### src/rtl/muldiv_pkg.sv
// muldiv_pkg
//   Shared definitions for the M-extension multiply/divide unit: the FSM state
//   encoding, funct3 operation codes and the decode constants that identify an
//   M-extension R-type instruction.
package muldiv_pkg;

  typedef enum logic [2:0] {
    S_IDLE,
    S_MUL,
    S_DIV,
    S_FIX,
    S_DONE
  } state_e;

  localparam logic [2:0] F3_MUL    = 3'b000;
  localparam logic [2:0] F3_MULH   = 3'b001;
  localparam logic [2:0] F3_MULHSU = 3'b010;
  localparam logic [2:0] F3_MULHU  = 3'b011;
  localparam logic [2:0] F3_DIV    = 3'b100;
  localparam logic [2:0] F3_DIVU   = 3'b101;
  localparam logic [2:0] F3_REM    = 3'b110;
  localparam logic [2:0] F3_REMU   = 3'b111;

  localparam logic [1:0] ALUOP_RTYPE = 2'b10;
  localparam logic [6:0] M_FUNCT7    = 7'b0000001;

endpackage

### src/rtl/muldiv_sign_fix.sv
// muldiv_sign_fix
//   Conditional two's-complement negation. Used on operand entry to turn a
//   negative signed operand into its magnitude, and in the fix-up step to give
//   the unsigned iterative result its final sign.
// Ports:
//   val_i  W-bit input value
//   neg_i  negate when high
//   val_o  val_i or -val_i
module muldiv_sign_fix #(
  parameter int unsigned W = 32
) (
  input  logic [W-1:0] val_i,
  input  logic         neg_i,
  output logic [W-1:0] val_o
);
  import muldiv_pkg::*;

  assign val_o = neg_i ? (~val_i + W'(1)) : val_i;

endmodule

### src/rtl/muldiv_unit.sv
// muldiv_unit
//   Iterative RV32M/RV64M multiply/divide block for the execute stage. One
//   product or quotient bit per cycle: shift-add multiply over a 2*XLEN
//   accumulator, restoring division on operand magnitudes. Signs are stripped
//   on accept and restored in a single FIX cycle.
//
//   state  | meaning
//   -------+--------------------------------------------------------------
//   IDLE   | waiting for an operation, in_ready high
//   MUL    | shift-add multiply, XLEN cycles
//   DIV    | restoring divide, XLEN cycles
//   FIX    | sign restoration and result select
//   DONE   | result presented, held until out_ready
//
// Ports:
//   clk, rst              clock, synchronous active-high reset
//   in_valid / in_ready   operand-side handshake
//   alu_op, funct3, funct7  instruction encoding
//   rs1, rs2              operands (dividend/multiplicand, divisor/multiplier)
//   out_valid / out_ready result-side handshake
//   result, err           computed value, non-M encoding flag
module muldiv_unit #(
  parameter int unsigned XLEN        = 32,
  parameter logic [1:0]  ALUOP_RTYPE = muldiv_pkg::ALUOP_RTYPE,
  parameter logic [6:0]  M_FUNCT7    = muldiv_pkg::M_FUNCT7
) (
  input  logic            clk,
  input  logic            rst,
  input  logic            in_valid,
  output logic            in_ready,
  input  logic [1:0]      alu_op,
  input  logic [2:0]      funct3,
  input  logic [6:0]      funct7,
  input  logic [XLEN-1:0] rs1,
  input  logic [XLEN-1:0] rs2,
  output logic            out_valid,
  input  logic            out_ready,
  output logic [XLEN-1:0] result,
  output logic            err
);
  import muldiv_pkg::*;

  localparam int unsigned CW = $clog2(XLEN) + 1;

  state_e              state_q, state_d;
  logic [CW-1:0]       cnt_q, cnt_d;
  logic [2:0]          f3_q, f3_d;
  logic                a_neg_q, a_neg_d;
  logic                b_neg_q, b_neg_d;
  // Multiplicand magnitude in MUL, divisor magnitude in DIV.
  logic [XLEN-1:0]     opnd_q, opnd_d;
  // MUL: {partial product, remaining multiplier bits}.
  // DIV: low half shifts dividend bits out and quotient bits in.
  logic [2*XLEN-1:0]   acc_q, acc_d;
  logic [XLEN-1:0]     rem_q, rem_d;
  logic [XLEN-1:0]     result_q, result_d;
  logic                err_q, err_d;

  logic                accept;
  logic                is_m;
  logic                a_sgn, b_sgn;
  logic                a_neg_in, b_neg_in;
  logic                ovf;
  logic [XLEN-1:0]     a_mag, b_mag;
  logic [XLEN:0]       mul_sum;
  logic [XLEN:0]       div_shift, div_trial;
  logic [2*XLEN-1:0]   prod_fix;
  logic [XLEN-1:0]     quo_fix, rem_fix;

  assign in_ready  = (state_q == S_IDLE) && !rst;
  assign accept    = in_valid && in_ready;
  assign out_valid = (state_q == S_DONE);
  assign result    = result_q;
  assign err       = err_q;

  assign is_m  = (alu_op == ALUOP_RTYPE) && (funct7 == M_FUNCT7);
  assign a_sgn = (funct3 == F3_MULH) || (funct3 == F3_MULHSU) ||
                 (funct3 == F3_DIV)  || (funct3 == F3_REM);
  assign b_sgn = (funct3 == F3_MULH) || (funct3 == F3_DIV) || (funct3 == F3_REM);
  assign a_neg_in = a_sgn && rs1[XLEN-1];
  assign b_neg_in = b_sgn && rs2[XLEN-1];
  assign ovf = ((funct3 == F3_DIV) || (funct3 == F3_REM)) &&
               (rs1 == {1'b1, {(XLEN-1){1'b0}}}) && (rs2 == {XLEN{1'b1}});

  muldiv_sign_fix #(.W(XLEN)) u_mag_a (.val_i(rs1), .neg_i(a_neg_in), .val_o(a_mag));
  muldiv_sign_fix #(.W(XLEN)) u_mag_b (.val_i(rs2), .neg_i(b_neg_in), .val_o(b_mag));

  muldiv_sign_fix #(.W(2*XLEN)) u_fix_prod (
    .val_i(acc_q), .neg_i(a_neg_q ^ b_neg_q), .val_o(prod_fix));
  muldiv_sign_fix #(.W(XLEN)) u_fix_quo (
    .val_i(acc_q[XLEN-1:0]), .neg_i(a_neg_q ^ b_neg_q), .val_o(quo_fix));
  muldiv_sign_fix #(.W(XLEN)) u_fix_rem (
    .val_i(rem_q), .neg_i(a_neg_q), .val_o(rem_fix));

  // Add the multiplicand when the current multiplier LSB is set; the carry
  // lands in the top bit before the whole accumulator shifts right.
  assign mul_sum = {1'b0, acc_q[2*XLEN-1:XLEN]} +
                   ({1'b0, opnd_q} & {(XLEN+1){acc_q[0]}});

  // Restoring step: a borrow out of the trial subtraction means the shifted
  // remainder stays as is. The kept remainder is always below the divisor, so
  // XLEN bits hold it between steps.
  assign div_shift = {rem_q, acc_q[XLEN-1]};
  assign div_trial = div_shift - {1'b0, opnd_q};

  always_comb begin
    state_d  = state_q;
    cnt_d    = cnt_q;
    f3_d     = f3_q;
    a_neg_d  = a_neg_q;
    b_neg_d  = b_neg_q;
    opnd_d   = opnd_q;
    acc_d    = acc_q;
    rem_d    = rem_q;
    result_d = result_q;
    err_d    = err_q;

    unique case (state_q)
      S_IDLE: begin
        if (accept) begin
          f3_d     = funct3;
          a_neg_d  = a_neg_in;
          b_neg_d  = b_neg_in;
          cnt_d    = CW'(XLEN);
          result_d = '0;
          err_d    = 1'b0;
          if (!is_m) begin
            err_d   = 1'b1;
            state_d = S_DONE;
          end else if (!funct3[2]) begin
            opnd_d  = a_mag;
            acc_d   = {{XLEN{1'b0}}, b_mag};
            state_d = S_MUL;
          end else if (rs2 == '0) begin
            result_d = funct3[1] ? rs1 : {XLEN{1'b1}};
            state_d  = S_DONE;
          end else if (ovf) begin
            result_d = funct3[1] ? '0 : rs1;
            state_d  = S_DONE;
          end else begin
            opnd_d  = b_mag;
            acc_d   = {{XLEN{1'b0}}, a_mag};
            rem_d   = '0;
            state_d = S_DIV;
          end
        end
      end
      S_MUL: begin
        acc_d = {mul_sum, acc_q[XLEN-1:1]};
        cnt_d = cnt_q - CW'(1);
        if (cnt_q == CW'(1)) state_d = S_FIX;
      end
      S_DIV: begin
        rem_d = div_trial[XLEN] ? div_shift[XLEN-1:0] : div_trial[XLEN-1:0];
        acc_d = {acc_q[2*XLEN-1:XLEN], acc_q[XLEN-2:0], ~div_trial[XLEN]};
        cnt_d = cnt_q - CW'(1);
        if (cnt_q == CW'(1)) state_d = S_FIX;
      end
      S_FIX: begin
        if (!f3_q[2]) begin
          result_d = (f3_q[1:0] == 2'b00) ? prod_fix[XLEN-1:0] : prod_fix[2*XLEN-1:XLEN];
        end else begin
          result_d = f3_q[1] ? rem_fix : quo_fix;
        end
        state_d = S_DONE;
      end
      S_DONE: begin
        if (out_ready) state_d = S_IDLE;
      end
      default: state_d = S_IDLE;
    endcase
  end

  always_ff @(posedge clk) begin
    if (rst) begin
      state_q  <= S_IDLE;
      cnt_q    <= '0;
      f3_q     <= '0;
      a_neg_q  <= 1'b0;
      b_neg_q  <= 1'b0;
      opnd_q   <= '0;
      acc_q    <= '0;
      rem_q    <= '0;
      result_q <= '0;
      err_q    <= 1'b0;
    end else begin
      state_q  <= state_d;
      cnt_q    <= cnt_d;
      f3_q     <= f3_d;
      a_neg_q  <= a_neg_d;
      b_neg_q  <= b_neg_d;
      opnd_q   <= opnd_d;
      acc_q    <= acc_d;
      rem_q    <= rem_d;
      result_q <= result_d;
      err_q    <= err_d;
    end
  end

endmodule

### config.mk
export PLATFORM = sky130hd
export DESIGN_NAME = muldiv_unit
export DESIGN_NICKNAME = d
export VERILOG_FILES = /design/src/rtl/muldiv_pkg.sv /design/src/rtl/muldiv_sign_fix.sv /design/src/rtl/muldiv_unit.sv
export SDC_FILE = /design/constraint.sdc
export NUM_CORES = 1
export LEC_CHECK = 0
export ABC_CLOCK_PERIOD_IN_PS = 5200
export BUFFER_PORTS_ARGS = -buffer_cell sky130_fd_sc_hd__buf_2
export CAP_MARGIN = 20
export CELL_PAD_IN_SITES_DETAIL_PLACEMENT = 1
export CELL_PAD_IN_SITES_GLOBAL_PLACEMENT = 1
export CORE_MARGIN = 3
export CORE_UTILIZATION = 49
export DETAILED_ROUTE_END_ITERATION = 7
export GPL_TIMING_DRIVEN = 0
export PLACE_DENSITY_LB_ADDON = 0.1
export SLEW_MARGIN = 5
export SYNTH_ARGS = -nofsm -noshare
export SYNTH_HDL_FRONTEND = slang
export SYNTH_SLANG_ARGS = --single-unit
### constraint.sdc
create_clock -name clk -period 5.2 [get_ports clk]
set_clock_uncertainty 0.2 [all_clocks]
set_input_delay 0.78 -clock clk [delete_from_list [all_inputs] [get_ports clk]]
set_output_delay 0.78 -clock clk [all_outputs]
set_load 0.01 [all_outputs]
# Yosys cells after proc, flatten, opt, wreduce, memory -nomap -nowiden
# Cells that the tools add are included.
[totals] word_cells=126 register_bits=175 in_bits=80 output_inout_bits=35
[op_classes] n_addsub=8 reduce_logical=31 n_mux=43 eq_ne=24 n_bitwise=9
[op_table] cell="$mux 32" count=23
[op_table] cell="$mux 64" count=6
[op_table] cell="$pmux 64 s3" count=1
[op_table] cell="$add 32x1->32 const B" count=4
[op_table] cell="$not 32->32" count=4
[op_table] cell="$pmux 32 s2" count=2
[op_table] cell="$add 64x1->64 const B" count=1
[op_table] cell="$eq 32x32->1 const B" count=2
[op_table] cell="$not 64->64" count=1
[op_table] cell="$add 32x33->33" count=1
[op_table] cell="$and 32x33->33" count=1
[op_table] cell="$sub 33x32->33" count=1
[op_table] cell="$logic_not 32->1" count=1
[op_table] cell="$mux 3" count=7
[op_table] cell="$ne 2x2->1 const B" count=7
[op_table] cell="$pmux 3 s4" count=1
[op_table] cell="$pmux 6 s2" count=1
[op_table] cell="$reduce_and 6->1" count=2
[op_table] cell="$reduce_and 5->1" count=2
[op_table] cell="$eq 3x2->1 const B" count=3
[op_table] cell="$eq 3x3->1 const B" count=3
[op_table] cell="$reduce_bool 2->1" count=4
[op_table] cell="$eq 7x1->1 const B" count=1
[op_table] cell="$logic_and 1x1->1" count=7
[op_table] cell="18 further kinds" count=29

# Depth between registers and ports, before layout
# Gate-level depths: netlist of the first run.
[logic_depth] word_depth=12 mapped_depth=14 depth_no_buf=12

# By module
# A second synthesis of the first run with hierarchy kept.
[unflattened] cells_unflattened=2160 hier_area_um2=17555.6
[modules_own_cells] module="muldiv_unit" seq_area_each_um2=3503.4 area_each_um2=12798.5 cells_each=1558 instances=1
[modules_own_cells] module="muldiv_sign_fix (u_fix_quo ...)" seq_area_each_um2=0.0 area_each_um2=777.0 cells_each=99 instances=4
[modules_own_cells] module="muldiv_sign_fix (u_fix_prod)" seq_area_each_um2=0.0 area_each_um2=1649.1 cells_each=206 instances=1

# Worst setup path before layout of the first run
# Ideal clock, no wire load.
[synth_timing] kind="flip-flop to flip-flop" from="register acc_q[0]" to="register result_q[22], in the netlist result[22]" period_less_slack_ps=3595 setup_time_ps=92 arrival_ps=3303 path_buffers=2 path_stages_with_launch=14 path_slack_ps=1605 t_required_ps=4908 cell_sequence="dfxtp_1 > clkinv_1 > clkbuf_1 > ha_1 > or4b_2 > nor4_2 > and2_1 > and4bb_2 > buf_4 > nand4_1 > o31ai_1 > xnor2_1 > nor2_1 > o32ai_1"
[synth_between] elab_chain_cells=6 elab_cells_between_ends=10 cone_classes="add/sub: 2; mux: 6; bitwise: 2"
[synth_rtl] item="from (decl)" line_no="muldiv_unit.sv:54" source="logic [2*XLEN-1:0] acc_q, acc_d;"
[synth_rtl] item="from (signal assigned)" line_no="muldiv_unit.sv:182" source="acc_q <= '0;"
[synth_rtl] item="from (signal assigned)" line_no="muldiv_unit.sv:193" source="acc_q <= acc_d;"
[synth_rtl] item="$not 64->64 / $not 32->32 (equally long branches)" line_no="muldiv_sign_fix.sv:18" source="assign val_o = neg_i ? (~val_i + W'(1)) : val_i;"
[synth_rtl] item="$add 64x1->64 / $add 32x1->32 (equally long branches)" line_no="muldiv_sign_fix.sv:18"
[synth_rtl] item="$mux 64 / $mux 32 (equally long branches)" line_no="muldiv_sign_fix.sv:18"
[synth_rtl] item="$mux 32, on equally long branches" line_no="muldiv_unit.sv:161, muldiv_unit.sv:163"
[synth_rtl] item="$mux 32 *" line_no="muldiv_unit.sv:160" source="if (!f3_q[2]) begin"
[synth_rtl] item="$pmux 32 s2 *" line_no="muldiv_unit.sv:118" source="unique case (state_q)"
[synth_rtl] item="to (signal assigned)" line_no="muldiv_unit.sv:195" source="result_q <= result_d;"
[synth_rtl] item="to (decl)" line_no="muldiv_unit.sv:56" source="logic [XLEN-1:0] result_q, result_d;"
# Mark *: on every way between the ends. The rest lies on a longest branch, timed or not.
# A chain may end at the register's enable or synchronous reset.

# Final worst setup path of the first run
[layout_timing] from="register acc_q[0]" to="register result_q[12], in the netlist result[12]"
# Same word-level chain as after synthesis.

==> results.yml, run 1 <==
outcome:
  status: "completed"
grt:
  grt_use_total_pct: 43.3
  antenna_found_initial: 3
  gr-total-overflow: 0
  grt_pass1_vias: 17800
  grt_first_pass_wirelength_mm: 111
  grt_max_degree: 17
worst_setup_path:
  worst-endpoint-required_ns: 5.32
  start_kind: "register"
  crit_chain: "clkinv_1, clkbuf_1, ha_1, or4b_2, nor4_2, and2_1, and4bb_2, buf_4, nand2_1, o31ai_1, xnor2_1, o21ai_0, a31oi_1"
  crit_arrival_ns: 5.09
  critPathKind: "register to register"
  r2r_setup_slack_ns: 0.23
  slowest_stage: "or4b_2"
  cpPeakStageDelay_ns: 0.67
  path_max_fanout: 10
  cp-end-kind: "register"
detailed_routing:
  vias: 18400
  viasPerCell: 6.90
  remaining_drc_errors: 0
  drt_wl_total_mm: 74.5
  drtIter0Drc: 2764
  drt.antenna.violating_nets: 0
  post_drt_wl_per_cell_um: 28.0
  firstDrtPassIters: 8
placed_design:
  routabilityCongestion: 1.07
  placed_area_mm2: 0.0165
  port_buffers: 110
  dp_hpwl_mm: 60.3
floorplan:
  fp.dieH_um: 184
  die-area_mm2: 0.0338
  core_area_mm2: 0.0308
  row_count: 64
  pin_count: 115
  chipWidth_um: 184
  initial_core_util_pct: 50.2
cts:
  cts_buffers: 17
  cts_max_level: 4
  cts_tree: "built"
  post_cts_buffers: 0
  clk_pin_slew_ns: 0.07
  clock-sinks: 175
  cts.hold.buffers_added: 0
  root_buffer: "clkbuf_16"
  ctsResizeCount: 0
  clock_latency_ns: 0.47
  cts_buffer_depth: 2
pwr:
  powerDensity_mw_per_mm2: 186
  ir_drop_mv: 0.256
  leakagePower_nw: 6.65
sta:
  slew_headroom_pct: 16.6
  fmaxAchievable_mhz: 201
  setup_viol: 0
  setup_tns_ns: 0
  slew_viol_final: 0
  hold_viol: 0
  worst_slew_pin_slew_ns: 1.25
  timing.final.crit_share_pct: 95.6
  min_period_ns: 4.97
  rsz0062_at_grt: "no"
worst_hold_path:
  hold_path_class: "register to register"
synth:
  avgSynthCellArea_um2: 7.30
  synth_common_cells: "nand2_1 (213), nor2_1 (211), a21oi_1 (182), dfxtp_1 (175), o21ai_0 (163)"
  yosys_warnings: 0
  synth_cell_types: 83
  synthArstFlopShare_pct: 0
  synth_most_common_cell: "nand2_1"
  synthTopCellsByArea: "dfxtp_1 (23%), xnor2_1 (6.3%), a21oi_1 (5.9%), ha_1 (5.7%), o21ai_0 (5.3%)"
  synthesis.nets: 2274
  synth-edff-count: 0
  yosysSeqAreaShare_pct: 22.6
  netlist_instances: 2121
  synth.largest_area_cell: "dfxtp_1"
  synth-main-ff-cell: "dfxtp_1"
  ys_ff_latch: 175
  synth_top_area_share_pct: 22.6
  syn_area_mm2: 0.0155
layout:
  drive_above_1_share_pct: 9.11
  final.fill_count: 4072
  final_util_pct: 55.6
  syn2layout_area_growth_pct: 10.6
  nets: 2404
  final_area_mm2: 0.0171
run:
  cap_violations: 0
[metrics by stage]
| step | hold WS [ns] | std cells | worst slack [ns] | total power, W |
|---|---|---|---|---|
| finish | 0.257 | 2661 | 0.227 | 0.00318 |
| global route | 0.287 | 2658 | 0.0939 | 0.00324 |
| CTS | 0.254 | 2658 | 0.393 | 0.00313 |
| detailed placement | 0.245 | 2628 | 0.435 | 0.00185 |
| global placement | 0.243 | 2627 | 0.365 | 0.00184 |
| floorplan | 0.232 | 2121 | 1.61 | 0.00163 |
[logic make-up (layout without fill, tap and decap cells)]
| logic type | after synthesis | count (layout) | synth area share (%) |
|---|---|---|---|
| multiplexers | 37 | 37 | 2.42 |
| buffers and inverters | 208 | 349 | 5.45 |
| adder cells (fa/ha/maj) | 73 | 73 | 6.00 |
| AND/OR/NAND/NOR | 715 | 715 | 22.5 |
| other | 0 | 3 | 0 |
| flip-flops | 175 | 175 | 22.6 |
| XOR/XNOR | 203 | 203 | 11.5 |
| AO/OA/AOI/OAI | 710 | 710 | 29.6 |
[sequential cells by signal (all words and copies together) (netlist names)]
name,count
acc_q,64
opnd_q,32
rem_q,32
result,32
cnt_q,6
f3_q,3
state_q,3
a_neg_q,1
b_neg_q,1
err,1
[placed cells by master, fill, tap and decap left out, drive strengths merged, types with 71 or more instances in the layout]
master,Yosys,routed
a21oi,182,182
buf,27,138
clkbuf,116,136
dfxtp,175,175
ha,71,71
nand2,213,213
nor2,215,215
o21ai,194,194
xnor2,111,111
xor2,92,92
[metal layers]
metal  global-route usage, %  wire length [um]  up-vias
met5                       0                13        -
met4                    20.1              4010        2
met3                    14.1              9580      233
met2                    63.6             30700     1115
met1                    57.7             30200     8941
li1                        -                 -     8082
[power by group]
part	switching (W)	internal, W	total, W
registers	0.00000352	0.00134	0.00135
logic	0.000364	0.000139	0.000503
clock network	0.000626	0.000701	0.00133
total	0.000994	0.00218	0.00318
[area by class of cell]
class / count / area (um^2) / area share (%)
antenna: 3 / 7.51 / 0.0438
buffer: 143 / 601 / 3.51
clock buffer: 20 / 467 / 2.73
clock inverter: 10 / 103 / 0.599
inverter: 65 / 244 / 1.42
multi-input combinational: 1738 / 11100 / 65.1
sequential: 175 / 3500 / 20.5
tap: 396 / 495 / 2.89
timing repair buffer: 111 / 558 / 3.26
[worst max-delay path, delay by kind of cell (launching register included)]
family | cells | cell delay (ns)
simple gates | 5 | 1.85
buf+inv | 3 | 0.99
compound gates | 3 | 0.91
flops | 1 | 0.39
fa+ha+maj | 1 | 0.37
xor+xnor | 1 | 0.09
[worst paths after layout]
| path | from | depth (start not counted) | endpoint |
|---|---|---|---|
| worst max-delay path | acc_q[0] | 13 | result[12] |
| worst min-delay path | opnd_q[3] | 2 | opnd_q[3] |
| worst max register to register | acc_q[0] | 13 | result[12] |
| worst min register to register | opnd_q[3] | 2 | opnd_q[3] |
Note: power is estimated with default switching activity, not from simulation.
==> inputs of run 2 (changes only) <==
--- a/config.mk
+++ b/config.mk
@@ -5,13 +5,13 @@
 export SDC_FILE = /design/constraint.sdc
 export NUM_CORES = 1
 export LEC_CHECK = 0
-export ABC_CLOCK_PERIOD_IN_PS = 5200
+export ABC_CLOCK_PERIOD_IN_PS = 4550
 export BUFFER_PORTS_ARGS = -buffer_cell sky130_fd_sc_hd__buf_2
 export CAP_MARGIN = 20
 export CELL_PAD_IN_SITES_DETAIL_PLACEMENT = 1
 export CELL_PAD_IN_SITES_GLOBAL_PLACEMENT = 1
 export CORE_MARGIN = 3
-export CORE_UTILIZATION = 49
+export CORE_UTILIZATION = 41
 export DETAILED_ROUTE_END_ITERATION = 7
 export GPL_TIMING_DRIVEN = 0
 export PLACE_DENSITY_LB_ADDON = 0.1
==> constraint.sdc (replaced) <==
create_clock -name clk -period 4.55 [get_ports clk]
set_clock_uncertainty 0.2 [all_clocks]
set_input_delay 0.6825 -clock clk [delete_from_list [all_inputs] [get_ports clk]]
set_output_delay 0.6825 -clock clk [all_outputs]
set_load 0.01 [all_outputs]
==> results.yml, run 2 (synthesis results as in run 1) <==
grt:
  antenna_found_initial: 3
  grt_max_degree: 19
  grt_first_pass_wirelength_mm: 115
  gr-total-overflow: 0
  grt_use_total_pct: 37.6
  grt_pass1_vias: 17300
worst_setup_path:
  cpPeakStageDelay_ns: 0.69
  slowest_stage: "or4b_2"
  critPathKind: "register to register"
  path_max_fanout: 10
  cp-end-kind: "register"
  start_kind: "register"
  worst-endpoint-required_ns: 4.72
  crit_arrival_ns: 4.58
  crit_chain: "clkinv_1, clkbuf_4, ha_1, or4b_2, nor4_4, and2_1, and4bb_2, buf_4, nand4_1, o31ai_1, xnor2_1, nor2_1, o32ai_1"
pwr:
  leakagePower_nw: 6.67
  ir_drop_mv: 0.248
  powerDensity_mw_per_mm2: 210
placed_design:
  dp_hpwl_mm: 63.9
  dp_cells: 2736
  placed_area_mm2: 0.0167
  routabilityCongestion: 1.01
  port_buffers: 110
detailed_routing:
  remaining_drc_errors: 0
  drtIter0Drc: 2042
  post_drt_wl_per_cell_um: 28.2
  drt.antenna.violating_nets: 0
  drt_wl_total_mm: 78.2
  vias: 18000
  firstDrtPassIters: 7
  viasPerCell: 6.51
layout:
  drive_above_1_share_pct: 9.45
  final_common_cell: "nand2_1"
  fin_cells: 2771
  mostFrequentLayoutCells: "nand2_1 (213), nor2_1 (211), a21oi_1 (182)"
  multi_input_area_mm2: 0.0112
  regArea_mm2: 0.00350
  final_area_mm2: 0.0173
  largest_register_ff_count: 64
  syn2layout_area_growth_pct: 11.7
  final.fill_count: 4786
  nets: 2405
  top_register: "acc_q"
sta:
  min_period_ns: 4.41
  timing.final.crit_share_pct: 97.0
  fmaxAchievable_mhz: 227
  setup_tns_ns: 0
  slew_headroom_pct: 29.4
  setup_viol: 0
  worst_slew_pin_slew_ns: 1.05
  slew_viol_final: 0
  hold_viol: 0
  holdWs_ns: 0.255
  rsz0062_at_grt: "yes"
floorplan:
  initial_core_util_pct: 41.9
  core_area_mm2: 0.0370
  chipWidth_um: 200
  die-area_mm2: 0.0401
  pin_count: 115
  row_count: 70
  fp.dieH_um: 200
outcome:
  status: "completed"
worst_hold_path:
  hold_path_class: "register to register"
run:
  cap_violations: 0
cts:
  clk_pin_slew_ns: 0.08
  clock_latency_ns: 0.47
  cts_tree: "built"
  cts_buffers: 17
  cts_buffer_depth: 2
  clock-sinks: 175
  cts_max_level: 4
  root_buffer: "clkbuf_16"
run 2: changes by cell type in the layout (fill, tap and decap cells not counted), moves of 2 or more:
cell and delta:
clkinv_8 +3, clkbuf_1 -2, clkbuf_2 +2, clkinv_4 +2, clkbuf_8 -3
run 2: worst paths after layout:
| kind | cells after the start | slack, ns | end | from |
|---|---|---|---|---|
| max | 13 | 0.14 | result[22] | acc_q[0] |
| min | 2 | 0.26 | opnd_q[4] | opnd_q[4] |
| max reg2reg | 13 | 0.14 | result[22] | acc_q[0] |
| min reg2reg | 2 | 0.26 | opnd_q[4] | opnd_q[4] |
run 2: per-layer routing:
layer / up-vias / part of all wire, % / track usage, %
met2: 869 / 42 / 56.0
met3: 120 / 9.9 / 8.16
met1: 8953 / 45 / 54.3
li1: 8086 / - / -
met4: 2 / 3.0 / 11.2
met5: - / 0.017 / 0
run 2: power by group:
part | internal [W] | switching, W | total [W] | leakage (nW)
Sequential | 0.00153 | 0.00000433 | 0.00154 | 1.41
Clock | 0.000729 | 0.000773 | 0.00150 | 0.285
Combinational | 0.000159 | 0.000427 | 0.000585 | 4.98
Total | 0.00242 | 0.00120 | 0.00363 | 6.67
run 2: metrics by stage:
stage	power [W]	worst slack [ns]	utilization, %
floorplan	0.00187	0.955	-
global placement	0.00213	-0.480	45.1
detailed placement	0.00213	-0.207	45.1
CTS	0.00360	0.0102	46.7
global route	0.00372	-0.0748	46.8
finish	0.00363	0.137	46.8
run 2: timing repair:
item                                    4_1_cts  5_1_grt
gates cloned                                  0        0
endpoints found under the setup margin       28       38
hold buffers                                  0        0
resized for setup                             2        7
buffers inserted                              0        0
run 2: layout make-up:
type / count / share of cell area [%]
Antenna cell: 2 / 0.0289
Buffer: 143 / 3.51
Clock buffer: 17 / 2.46
Clock inverter: 15 / 0.875
Inverter: 65 / 1.41
Multi-Input combinational cell: 1738 / 64.5
Sequential cell: 175 / 20.3
Tap cell: 504 / 3.65
Timing Repair Buffer: 112 / 3.26
run 2: worst max-delay path: cells and delay by family, from the launching register on:
kind                       cells  cell delay, ns
xor gates and xnor gates       1            0.19
adders and majority gates      1            0.24
and+or+nand+nor                6            1.89
AOI/OAI and AO/OA              2            0.62
DFF                            1            0.40
buffers and inverters          3            0.75
==> inputs of run 3 (changes only) <==
--- a/config.mk
+++ b/config.mk
@@ -5,13 +5,13 @@
 export SDC_FILE = /design/constraint.sdc
 export NUM_CORES = 1
 export LEC_CHECK = 0
-export ABC_CLOCK_PERIOD_IN_PS = 4550
+export ABC_CLOCK_PERIOD_IN_PS = 4500
 export BUFFER_PORTS_ARGS = -buffer_cell sky130_fd_sc_hd__buf_2
 export CAP_MARGIN = 20
 export CELL_PAD_IN_SITES_DETAIL_PLACEMENT = 1
 export CELL_PAD_IN_SITES_GLOBAL_PLACEMENT = 1
 export CORE_MARGIN = 3
-export CORE_UTILIZATION = 41
+export CORE_UTILIZATION = 46
 export DETAILED_ROUTE_END_ITERATION = 7
 export GPL_TIMING_DRIVEN = 0
 export PLACE_DENSITY_LB_ADDON = 0.1
==> constraint.sdc (replaced) <==
create_clock -name clk -period 4.5 [get_ports clk]
set_clock_uncertainty 0.2 [all_clocks]
set_input_delay 0.675 -clock clk [delete_from_list [all_inputs] [get_ports clk]]
set_output_delay 0.675 -clock clk [all_outputs]
set_load 0.01 [all_outputs]
==> results.yml, run 3 (synthesis results as in run 1) <==
detailed_routing:
  firstDrtPassIters: 8
  drtIter0Drc: 2242
  remaining_drc_errors: 0
  drt.antenna.violating_nets: 0
  post_drt_wl_per_cell_um: 28.4
  vias: 18400
  drt_wl_total_mm: 77.0
  viasPerCell: 6.78
cts:
  cts_tree: "built"
  root_buffer: "clkbuf_16"
  clk_pin_slew_ns: 0.09
  clock_latency_ns: 0.48
  cts_buffer_depth: 2
  clock-sinks: 175
  cts.hold.buffers_added: 0
  cts_buffers: 17
  ctsResizeCount: 3
  post_cts_buffers: 0
  cts_max_level: 4
worst_hold_path:
  worstHoldStart: "opnd_q[5]"
  hold_path_class: "register to register"
sta:
  worst_slew_pin_slew_ns: 1.11
  holdWs_ns: 0.260
  slew_viol_final: 0
  fmaxAchievable_mhz: 228
  hold_viol: 0
  fin_ws_ns: 0.122
  setup_tns_ns: 0
  slew_headroom_pct: 25.3
  rsz0062_at_grt: "yes"
  min_period_ns: 4.38
  setup_viol: 0
  timing.final.crit_share_pct: 97.3
placed_design:
  routabilityCongestion: 1.01
  dp_hpwl_mm: 62.1
  dp_slack_ns: -0.306
  port_buffers: 110
grt:
  grt_first_pass_wirelength_mm: 113
  gr-total-overflow: 0
  antenna_found_initial: 3
  grt_pass1_vias: 17700
  grt_max_degree: 19
  grt_use_total_pct: 41.8
worst_setup_path:
  start_kind: "register"
  slowest_stage: "or4b_2"
  path_max_fanout: 10
  critPathKind: "register to register"
  rr_startpoint: "acc_q[0]"
  timing.critical_path.max_delay_family: "simple AND/OR/NAND/NOR gates"
  cpPeakStageDelay_ns: 0.71
  cp-startpoint: "acc_q[0]"
  cp-end-kind: "register"
  cp.buffers_inverters: 3
  worst-endpoint-required_ns: 4.68
  crit_chain: "clkinvlp_4, buf_2, ha_1, or4b_2, nor4_4, and2_1, and4bb_2, buf_4, nand4_1, o31ai_2, xnor2_1, nor2_1, o32ai_1"
  crit_arrival_ns: 4.56
layout:
  final.fill_count: 4257
  top_register: "acc_q"
  mostFrequentLayoutCells: "nand2_1 (213), nor2_1 (211), a21oi_1 (182)"
  largest_register_ff_count: 64
  syn2layout_area_growth_pct: 11.3
  drive_above_1_share_pct: 9.58
  final_common_cell: "nand2_1"
  nets: 2404
floorplan:
  core_area_mm2: 0.0329
  chipWidth_um: 189
  pin_count: 115
  row_count: 66
  initial_core_util_pct: 47.1
  fp.dieH_um: 189
  die-area_mm2: 0.0359
pwr:
  powerDensity_mw_per_mm2: 214
  leakagePower_nw: 6.66
  ir_drop_mv: 0.276
run:
  cap_violations: 0
outcome:
  status: "completed"
==> run 3: layout make-up <==
| cell class | instances | area (um^2) | area share (%) |
|---|---|---|---|
| multi-input cells | 1738 | 11200 | 64.9 |
| flip-flops and latches | 175 | 3500 | 20.3 |
| plain buffers | 143 | 603 | 3.50 |
| repair buffers | 111 | 558 | 3.24 |
| well taps | 442 | 553 | 3.21 |
| clock buffers | 17 | 425 | 2.47 |
| inverters | 65 | 248 | 1.44 |
| clock inverters | 15 | 145 | 0.842 |
| diodes | 4 | 10.0 | 0.0581 |
==> run 3: power breakdown <==
part | switching (W) | internal [W] | total (W)
logic | 0.000425 | 0.000160 | 0.000586
registers | 0.00000505 | 0.00155 | 0.00156
clock network | 0.000800 | 0.000737 | 0.00154
total | 0.00123 | 0.00245 | 0.00368
==> run 3: path summary, 6_finish.rpt <==
path / endpoint / slack [ns] / cells past startpoint
worst max-delay path: result[22] / 0.12 / 13
worst min-delay path: opnd_q[5] / 0.26 / 2
worst max register to register: result[22] / 0.12 / 13
worst min register to register: opnd_q[5] / 0.26 / 2
==> run 3: worst min-delay path: stages (launching register included) <==
cell	delay, ns
dfxtp_1	0.32
nand2_1	0.05
a21oi_1	0.05
==> run 3: metal layers <==
layer  share of wire, %  track usage [%]  wire [um]
met5              0.012                0          9
met4                4.0             15.8       3080
met3                 11             10.6       8840
met2                 42             62.5      32500
met1                 42             57.8      32600
==> run 3: per-stage QoR <==
stage	utilization [%]	area, um^2	instances	power (W)
2_1_floorplan	-	15500	2121	0.00189
3_3_place_gp	50.5	16600	2673	0.00214
3_5_place_dp	50.5	16600	2674	0.00215
4_1_cts	52.3	17200	2706	0.00364
5_1_grt	52.4	17200	2706	0.00375
6_report	52.4	17200	2710	0.00368
